`src/rtl/inst_fetch_if.sv`:
```
// Fetch-stage bus: instruction-memory request/response, the core-facing
// valid/ready instruction handshake, and the redirect (flush) port.
interface inst_fetch_if #(
  parameter int ADDR_WIDTH = 32,
  parameter int INST_WIDTH = 32
);
  logic                  imem_req;
  logic [ADDR_WIDTH-1:0] imem_addr;
  logic [INST_WIDTH-1:0] imem_rdata;
  logic                  inst_valid;
  logic                  inst_ready;
  logic [INST_WIDTH-1:0] inst;
  logic [ADDR_WIDTH-1:0] inst_pc;
  logic                  redirect;
  logic [ADDR_WIDTH-1:0] redirect_pc;

  // The fetch unit drives requests and instructions
  modport master (
    output imem_req, imem_addr, inst_valid, inst, inst_pc,
    input  imem_rdata, inst_ready, redirect, redirect_pc
  );

  // Memory and core side of the same bus
  modport slave (
    input  imem_req, imem_addr, inst_valid, inst, inst_pc,
    output imem_rdata, inst_ready, redirect, redirect_pc
  );
endinterface

```
`src/rtl/inst_fetch_unit.sv`:
```
// Instruction fetch stage: sequential PC generation, 1-cycle-latency memory
// requests gated by FIFO credit, a prefetch FIFO of {word, pc}, and flush on
// redirect.
module inst_fetch_unit #(
  parameter int                    ADDR_WIDTH = 32,
  parameter int                    INST_WIDTH = 32,
  parameter int                    FIFO_DEPTH = 4,
  parameter logic [ADDR_WIDTH-1:0] RESET_PC   = '0
) (
  input logic         clk,
  input logic         rst,
  inst_fetch_if.master bus
);

  localparam int PW = $clog2(FIFO_DEPTH);
  localparam int CW = $clog2(FIFO_DEPTH + 1);
  localparam int EW = INST_WIDTH + ADDR_WIDTH;

  logic [ADDR_WIDTH-1:0] fetchPc_q, fetchPc_d;
  logic                  inflight_q, inflight_d;
  logic [ADDR_WIDTH-1:0] inflightPc_q, inflightPc_d;
  logic [PW-1:0]         wrPtr_q, wrPtr_d;
  logic [PW-1:0]         rdPtr_q, rdPtr_d;
  logic [CW-1:0]         count_q, count_d;
  logic [EW-1:0]         storage_q [FIFO_DEPTH];

  logic                  imemReq;
  logic                  instValid;
  logic                  pushEn;
  logic                  popEn;
  logic [CW:0]           occPlusInflight;
  logic [EW-1:0]         headEntry;

  // Credit counts the in-flight request so a returning word always has a slot;
  // a pop only frees credit once the counter has actually decremented.
  assign occPlusInflight = {1'b0, count_q} + {{CW{1'b0}}, inflight_q};
  assign imemReq   = !rst && !bus.redirect && (occPlusInflight < (CW+1)'(FIFO_DEPTH));
  assign instValid = (count_q != '0);
  assign pushEn    = !rst && !bus.redirect && inflight_q;
  assign popEn     = instValid && bus.inst_ready;
  assign headEntry = storage_q[rdPtr_q];

  assign bus.imem_req   = imemReq;
  assign bus.imem_addr  = fetchPc_q;
  assign bus.inst_valid = instValid;
  assign bus.inst       = instValid ? headEntry[EW-1:ADDR_WIDTH] : '0;
  assign bus.inst_pc    = instValid ? headEntry[ADDR_WIDTH-1:0] : '0;

  // Next-state for PC, in-flight tracking and FIFO bookkeeping; redirect
  // flushes everything and beats any push/pop in the same cycle.
  always_comb begin
    fetchPc_d    = fetchPc_q;
    inflight_d   = imemReq;
    inflightPc_d = fetchPc_q;
    wrPtr_d      = wrPtr_q;
    rdPtr_d      = rdPtr_q;
    count_d      = count_q;
    if (bus.redirect) begin
      fetchPc_d  = {bus.redirect_pc[ADDR_WIDTH-1:2], 2'b00};
      inflight_d = 1'b0;
      wrPtr_d    = '0;
      rdPtr_d    = '0;
      count_d    = '0;
    end else begin
      if (imemReq) begin
        fetchPc_d = fetchPc_q + ADDR_WIDTH'(4);
      end
      if (pushEn) begin
        wrPtr_d = wrPtr_q + PW'(1);
      end
      if (popEn) begin
        rdPtr_d = rdPtr_q + PW'(1);
      end
      case ({pushEn, popEn})
        2'b10:   count_d = count_q + CW'(1);
        2'b01:   count_d = count_q - CW'(1);
        default: count_d = count_q;
      endcase
    end
  end

  // Control state registers with synchronous reset
  always_ff @(posedge clk) begin
    if (rst) begin
      fetchPc_q    <= RESET_PC;
      inflight_q   <= 1'b0;
      inflightPc_q <= RESET_PC;
      wrPtr_q      <= '0;
      rdPtr_q      <= '0;
      count_q      <= '0;
    end else begin
      fetchPc_q    <= fetchPc_d;
      inflight_q   <= inflight_d;
      inflightPc_q <= inflightPc_d;
      wrPtr_q      <= wrPtr_d;
      rdPtr_q      <= rdPtr_d;
      count_q      <= count_d;
    end
  end

  // FIFO storage: returning word captured together with the PC that fetched it
  always_ff @(posedge clk) begin
    if (pushEn) begin
      storage_q[wrPtr_q] <= {bus.imem_rdata, inflightPc_q};
    end
  end

  // A push into a full FIFO without a matching pop means the credit logic broke
  assert property (@(posedge clk) disable iff (rst)
                   !(pushEn && !popEn && (count_q == CW'(FIFO_DEPTH))));

endmodule

```
`src/flat_wrapper.sv`:
```
// flat-port wrapper written by rule: the top's interface ports become plain ports
module inst_fetch_unit_flat 
#(
  parameter int                    ADDR_WIDTH = 32,
  parameter int                    INST_WIDTH = 32,
  parameter int                    FIFO_DEPTH = 4,
  parameter logic [ADDR_WIDTH-1:0] RESET_PC   = '0
)
  (clk, rst, bus_imem_req, bus_imem_addr, bus_inst_valid, bus_inst, bus_inst_pc, bus_imem_rdata, bus_inst_ready, bus_redirect, bus_redirect_pc);
  inst_fetch_if #(.ADDR_WIDTH(ADDR_WIDTH), .INST_WIDTH(INST_WIDTH)) bus_i ();
  input logic clk;
  input logic rst;
  output wire logic [$bits(bus_i.imem_req)-1:0] bus_imem_req;
  output wire logic [$bits(bus_i.imem_addr)-1:0] bus_imem_addr;
  output wire logic [$bits(bus_i.inst_valid)-1:0] bus_inst_valid;
  output wire logic [$bits(bus_i.inst)-1:0] bus_inst;
  output wire logic [$bits(bus_i.inst_pc)-1:0] bus_inst_pc;
  input wire logic [$bits(bus_i.imem_rdata)-1:0] bus_imem_rdata;
  input wire logic [$bits(bus_i.inst_ready)-1:0] bus_inst_ready;
  input wire logic [$bits(bus_i.redirect)-1:0] bus_redirect;
  input wire logic [$bits(bus_i.redirect_pc)-1:0] bus_redirect_pc;
  assign bus_imem_req = bus_i.imem_req;
  assign bus_imem_addr = bus_i.imem_addr;
  assign bus_inst_valid = bus_i.inst_valid;
  assign bus_inst = bus_i.inst;
  assign bus_inst_pc = bus_i.inst_pc;
  assign bus_i.imem_rdata = bus_imem_rdata;
  assign bus_i.inst_ready = bus_inst_ready;
  assign bus_i.redirect = bus_redirect;
  assign bus_i.redirect_pc = bus_redirect_pc;
  inst_fetch_unit #(.ADDR_WIDTH(ADDR_WIDTH), .INST_WIDTH(INST_WIDTH), .FIFO_DEPTH(FIFO_DEPTH), .RESET_PC(RESET_PC)) u_core (.clk(clk), .rst(rst), .bus(bus_i));
endmodule
```
`config.mk`:
```
export PLATFORM = sky130hd
export DESIGN_NAME = inst_fetch_unit_flat
export DESIGN_NICKNAME = d
export VERILOG_FILES = /design/src/rtl/inst_fetch_if.sv /design/src/rtl/inst_fetch_unit.sv /design/src/flat_wrapper.sv
export SDC_FILE = /design/constraint.sdc
export NUM_CORES = 1
export LEC_CHECK = 0
export CORE_MARGIN = 5
export CORE_UTILIZATION = 39
export CTS_BUF_LIST = sky130_fd_sc_hd__clkbuf_8
export CTS_CLUSTER_DIAMETER = 30
export CTS_CLUSTER_SIZE = 10
export DETAILED_ROUTE_END_ITERATION = 8
export PLACE_DENSITY = 0.63
export SYNTH_ARGS = -nofsm -noshare
export SYNTH_HDL_FRONTEND = slang
export SYNTH_SLANG_ARGS = --single-unit
```
`constraint.sdc`:
```
create_clock -name clk -period 4.5 [get_ports clk]
set_input_delay 0.9 -clock clk [delete_from_list [all_inputs] [get_ports clk]]
set_output_delay 0.9 -clock clk [all_outputs]
set_load 0.01 [all_outputs]
```
==> load_flow_metrics.sql <==
INSERT INTO impl_metrics (metric_group, metric, value, unit) VALUES
('status', 'outcome', 'finished, final reports clean', ''),
('worst_setup_path', 'critPathTopFamily', 'simple AND/OR/NAND/NOR gates', ''),
('timing', 'max_clock_freq', '269', 'MHz'),
('yosys', 'synth_top_flop_cell', 'sky130_fd_sc_hd__edfxtp_1', ''),
('timing', 'max_slew_violation_total_from_the_final_report', '0', ''),
('route', 'route.antenna.remaining_nets', '0', ''),
('placed_design', 'placed_cell_area', '0.0144', 'sq mm'),
('route', 'route.final.wire_length', '26200', 'um'),
('grt', 'grt_max_degree', '63', ''),
('worst_setup_path', 'start_kind', 'flip-flop', ''),
('clock_network', 'cts_setup_buffers', '0', ''),
('floorplanning', 'floorplan.core_area', '0.0314', 'sq mm'),
('clock_network', 'clkSlewWorstSetupHoldPaths', '60', 'ps'),
('floorplanning', 'top_level_ports', '166', ''),
('clock_network', 'tritoncts', 'done', ''),
('layout', 'final-instance-count-excl-fill', '1388', ''),
('worst_setup_path', 'slowest_stage_delay_on_critical_path', '800', 'ps'),
('yosys', 'syn_inst', '732', ''),
('grt', 'grt_overflow', '0', ''),
('placed_design', 'portBuffers', '159', ''),
('power_and_ir_drop', 'total_power', '6.78', 'mW'),
('timing', 'worst_clock_skew', '33.4', 'ps'),
('clock_network', 'clock_buffer_count_from_cts', '70', ''),
('yosys', 'synthesis.yosys.warnings', '0', ''),
('route', 'post_dr_wirelength_cell', '18.9', 'um'),
('yosys', 'synth.yosys.seq_area_share', '0.717', ''),
('placed_design', 'dp_cell_count', '1262', ''),
('timing', 'report.final.hold_viol_count', '0', ''),
('route', 'drc', '0', ''),
('worst_setup_path', 'timing.critical_path.to_type', 'output pin', ''),
('layout', 'antennaDiodeCount', '0', ''),
('worst_setup_path', 'path_cells', 'or3_2 -> buf_4 -> and2_1 -> clkdlybuf4s50_1', ''),
('timing', 'setup_repair_after_global_routing_missed_its_margin', 'false', ''),
('grt', 'grt_pass1_vias', '7387', ''),
('grt', 'globalRouteTotalUtil', '0.148', ''),
('clock_network', 'cts_buffer_depth', '3', ''),
('worst_setup_path', 'critical_path.reg2reg.startpoint', 'u_core.count_q[1]', ''),
('layout', 'fin_util', '0.505', ''),
('floorplanning', 'die_width', '188', 'um'),
('worst_setup_path', 'cp_max_fo', '35', ''),
('route', 'drt_pass1_iterations', '4', ''),
('yosys', 'synth.ff_latch_count', '318', ''),
('layout', 'num-fill-cells', '2676', ''),
('worst_setup_path', 'cp_num_buf_inv', '2', ''),
('clock_network', 'clock-sinks', '318', ''),
('floorplanning', 'die_y', '188', 'um'),
('route', 'routed_via_density', '4.92', ''),
('worst_setup_path', 'crit_path_top_delay_cell', 'sky130_fd_sc_hd__or3_2', ''),
('clock_network', 'cts_hold_repair.buffers', '0', ''),
('run', 'maxCapViolCount', '0', ''),
('power_and_ir_drop', 'max-vdd-ir-drop', '0.205', 'mV'),
('timing', 'min_period_over_period', '0.826', ''),
('grt', 'wire_length_of_the_first_global_routing_pass', '40700', 'um'),
('placed_design', 'dpl_worst_slack', '914', 'ps'),
('clock_network', 'cts.htree.levels', '3', ''),
('timing', 'setup_violations', '0', ''),
('worst_setup_path', 'critPathLaunch', 'u_core.count_q[0]', ''),
('placed_design', 'place_congestion', '0.765', ''),
('yosys', 'netlist_area', '0.0123', 'sq mm'),
('yosys', 'synth_enable_flop_cells', '248', ''),
('timing', 'slew_at_the_pin_closest_to_its_max_slew_limit', '1060', 'ps'),
('timing', 'sum_neg_setup_slack', '0', 'ps'),
('timing', 'fin_hold_ws', '471', 'ps'),
('yosys', 'synthesis.area_per_instance', '16.9', 'sq um'),
('worst_setup_path', 'data_arrival_time_of_the_worst_path', '2820', 'ps'),
('layout', 'layout.nets', '1007', ''),
('power_and_ir_drop', 'power_density', '428', 'mW/mm^2'),
('floorplanning', 'num_rows', '65', ''),
('floorplanning', 'dieArea', '0.0353', 'sq mm'),
('yosys', 'yosysUniqueCellTypes', '40', ''),
('min_path', 'hold_path_class', 'reg -> reg', '');
-- layer usage --
layer / routed length (um) / vias up / track usage
met5: 0 / - / 0
met2: 12600 / 195 / 0.239
met3: 1630 / 49 / 0.0432
met1: 11400 / 3389 / 0.190
li1: - / 3198 / -
met4: 554 / 0 / 0.0562
-- worst reg2reg max path: cells and delay by family (launching register included) --
family                   cells  cell delay [ps]
XOR/XNOR                     1              160
AO/OA/AOI/OAI                1              140
buffers and inverters        1               60
adder cells (fa/ha/maj)      2              580
AND/OR/NAND/NOR              3             1190
flip-flops                   1              380
-- state kept, by name (all words and copies together), names as in the netlist, named ones only --
name / flops
u_core.inflightPc_q: 30
u_core.inflight_q: 1
u_core.wrPtr_q: 2
u_core.storage_q: 248
u_core.count_q: 3
u_core.rdPtr_q: 2
u_core.bus.imem_addr: 30
-- power by group --
| group | leakage, nW | internal, mW | switching, mW | total (mW) |
|---|---|---|---|---|
| registers | 2.87 | 3.21 | 0.0503 | 3.26 |
| clock network | 0.771 | 1.93 | 1.35 | 3.28 |
| logic | 1.69 | 0.138 | 0.108 | 0.246 |
| total | 5.33 | 5.27 | 1.51 | 6.78 |
-- kinds of logic after synthesis --
family	after synthesis	synth area share
flops	318	0.717
mux	70	0.120
xor+xnor	28	0.0199
compound gates	42	0.0224
other cells	1	0.000304
fa+ha+maj	7	0.00771
buf+inv	63	0.0214
simple gates	203	0.0915
-- cell usage in the layout (no fill, tap or decap), drive strengths merged, types with 11 or more instances in the layout --
cell type / netlist / final
edfxtp: 248 / 248
clkdlybuf4s50: 0 / 158
clkbuf: 29 / 71
dfxtp: 70 / 70
and2: 64 / 64
mux4: 62 / 62
nor2: 43 / 43
inv: 21 / 42
nor2b: 25 / 25
clkinv: 0 / 18
nand2: 16 / 16
xnor2: 16 / 16
a21oi: 13 / 13
xor2: 12 / 12
nand4: 11 / 11
-- synthesized netlist by cell type (7+ instances only) --
master,number,area [sq um]
sky130_fd_sc_hd__and2_1,64,400
sky130_fd_sc_hd__nand2_1,16,60.1
sky130_fd_sc_hd__nor3_1,7,35.0
sky130_fd_sc_hd__a211oi_1,8,60.1
sky130_fd_sc_hd__mux2i_1,8,80.1
sky130_fd_sc_hd__inv_1,21,78.8
sky130_fd_sc_hd__buf_2,7,35.0
sky130_fd_sc_hd__a21oi_1,13,65.1
sky130_fd_sc_hd__dfxtp_1,70,1400
sky130_fd_sc_hd__nand4_1,10,62.6
sky130_fd_sc_hd__xor2_1,12,105
sky130_fd_sc_hd__edfxtp_1,248,7450
sky130_fd_sc_hd__nand3_1,9,45.0
sky130_fd_sc_hd__xnor2_1,16,140
sky130_fd_sc_hd__mux4_2,62,1400
sky130_fd_sc_hd__o21a_1,7,52.6
sky130_fd_sc_hd__nor2b_1,25,156
sky130_fd_sc_hd__clkbuf_1,29,109
sky130_fd_sc_hd__and3_1,8,50.1
sky130_fd_sc_hd__nor2_1,43,161
-- area by class of cell --
class,instances,area [sq um],share of cell area
sequential,318,8860,0.559
multi-input combinational,354,3260,0.206
timing repair buffer,167,1660,0.105
clock buffer,71,977,0.0617
clock inverter,55,513,0.0324
tap,402,503,0.0317
inverter,21,78.8,0.00497
-- worst paths after layout --
kind | cells past startpoint | end | slack [ps]
worst max register to register | 8 | u_core.count_q[2] | 1940
worst min-delay path | 0 | u_core.storage_q[1][25] | 470
worst max-delay path | 4 | bus_inst_pc[17] | 780
worst min register to register | 0 | u_core.storage_q[1][25] | 470
No activity file was read; power rests on OpenSTA's default activity.
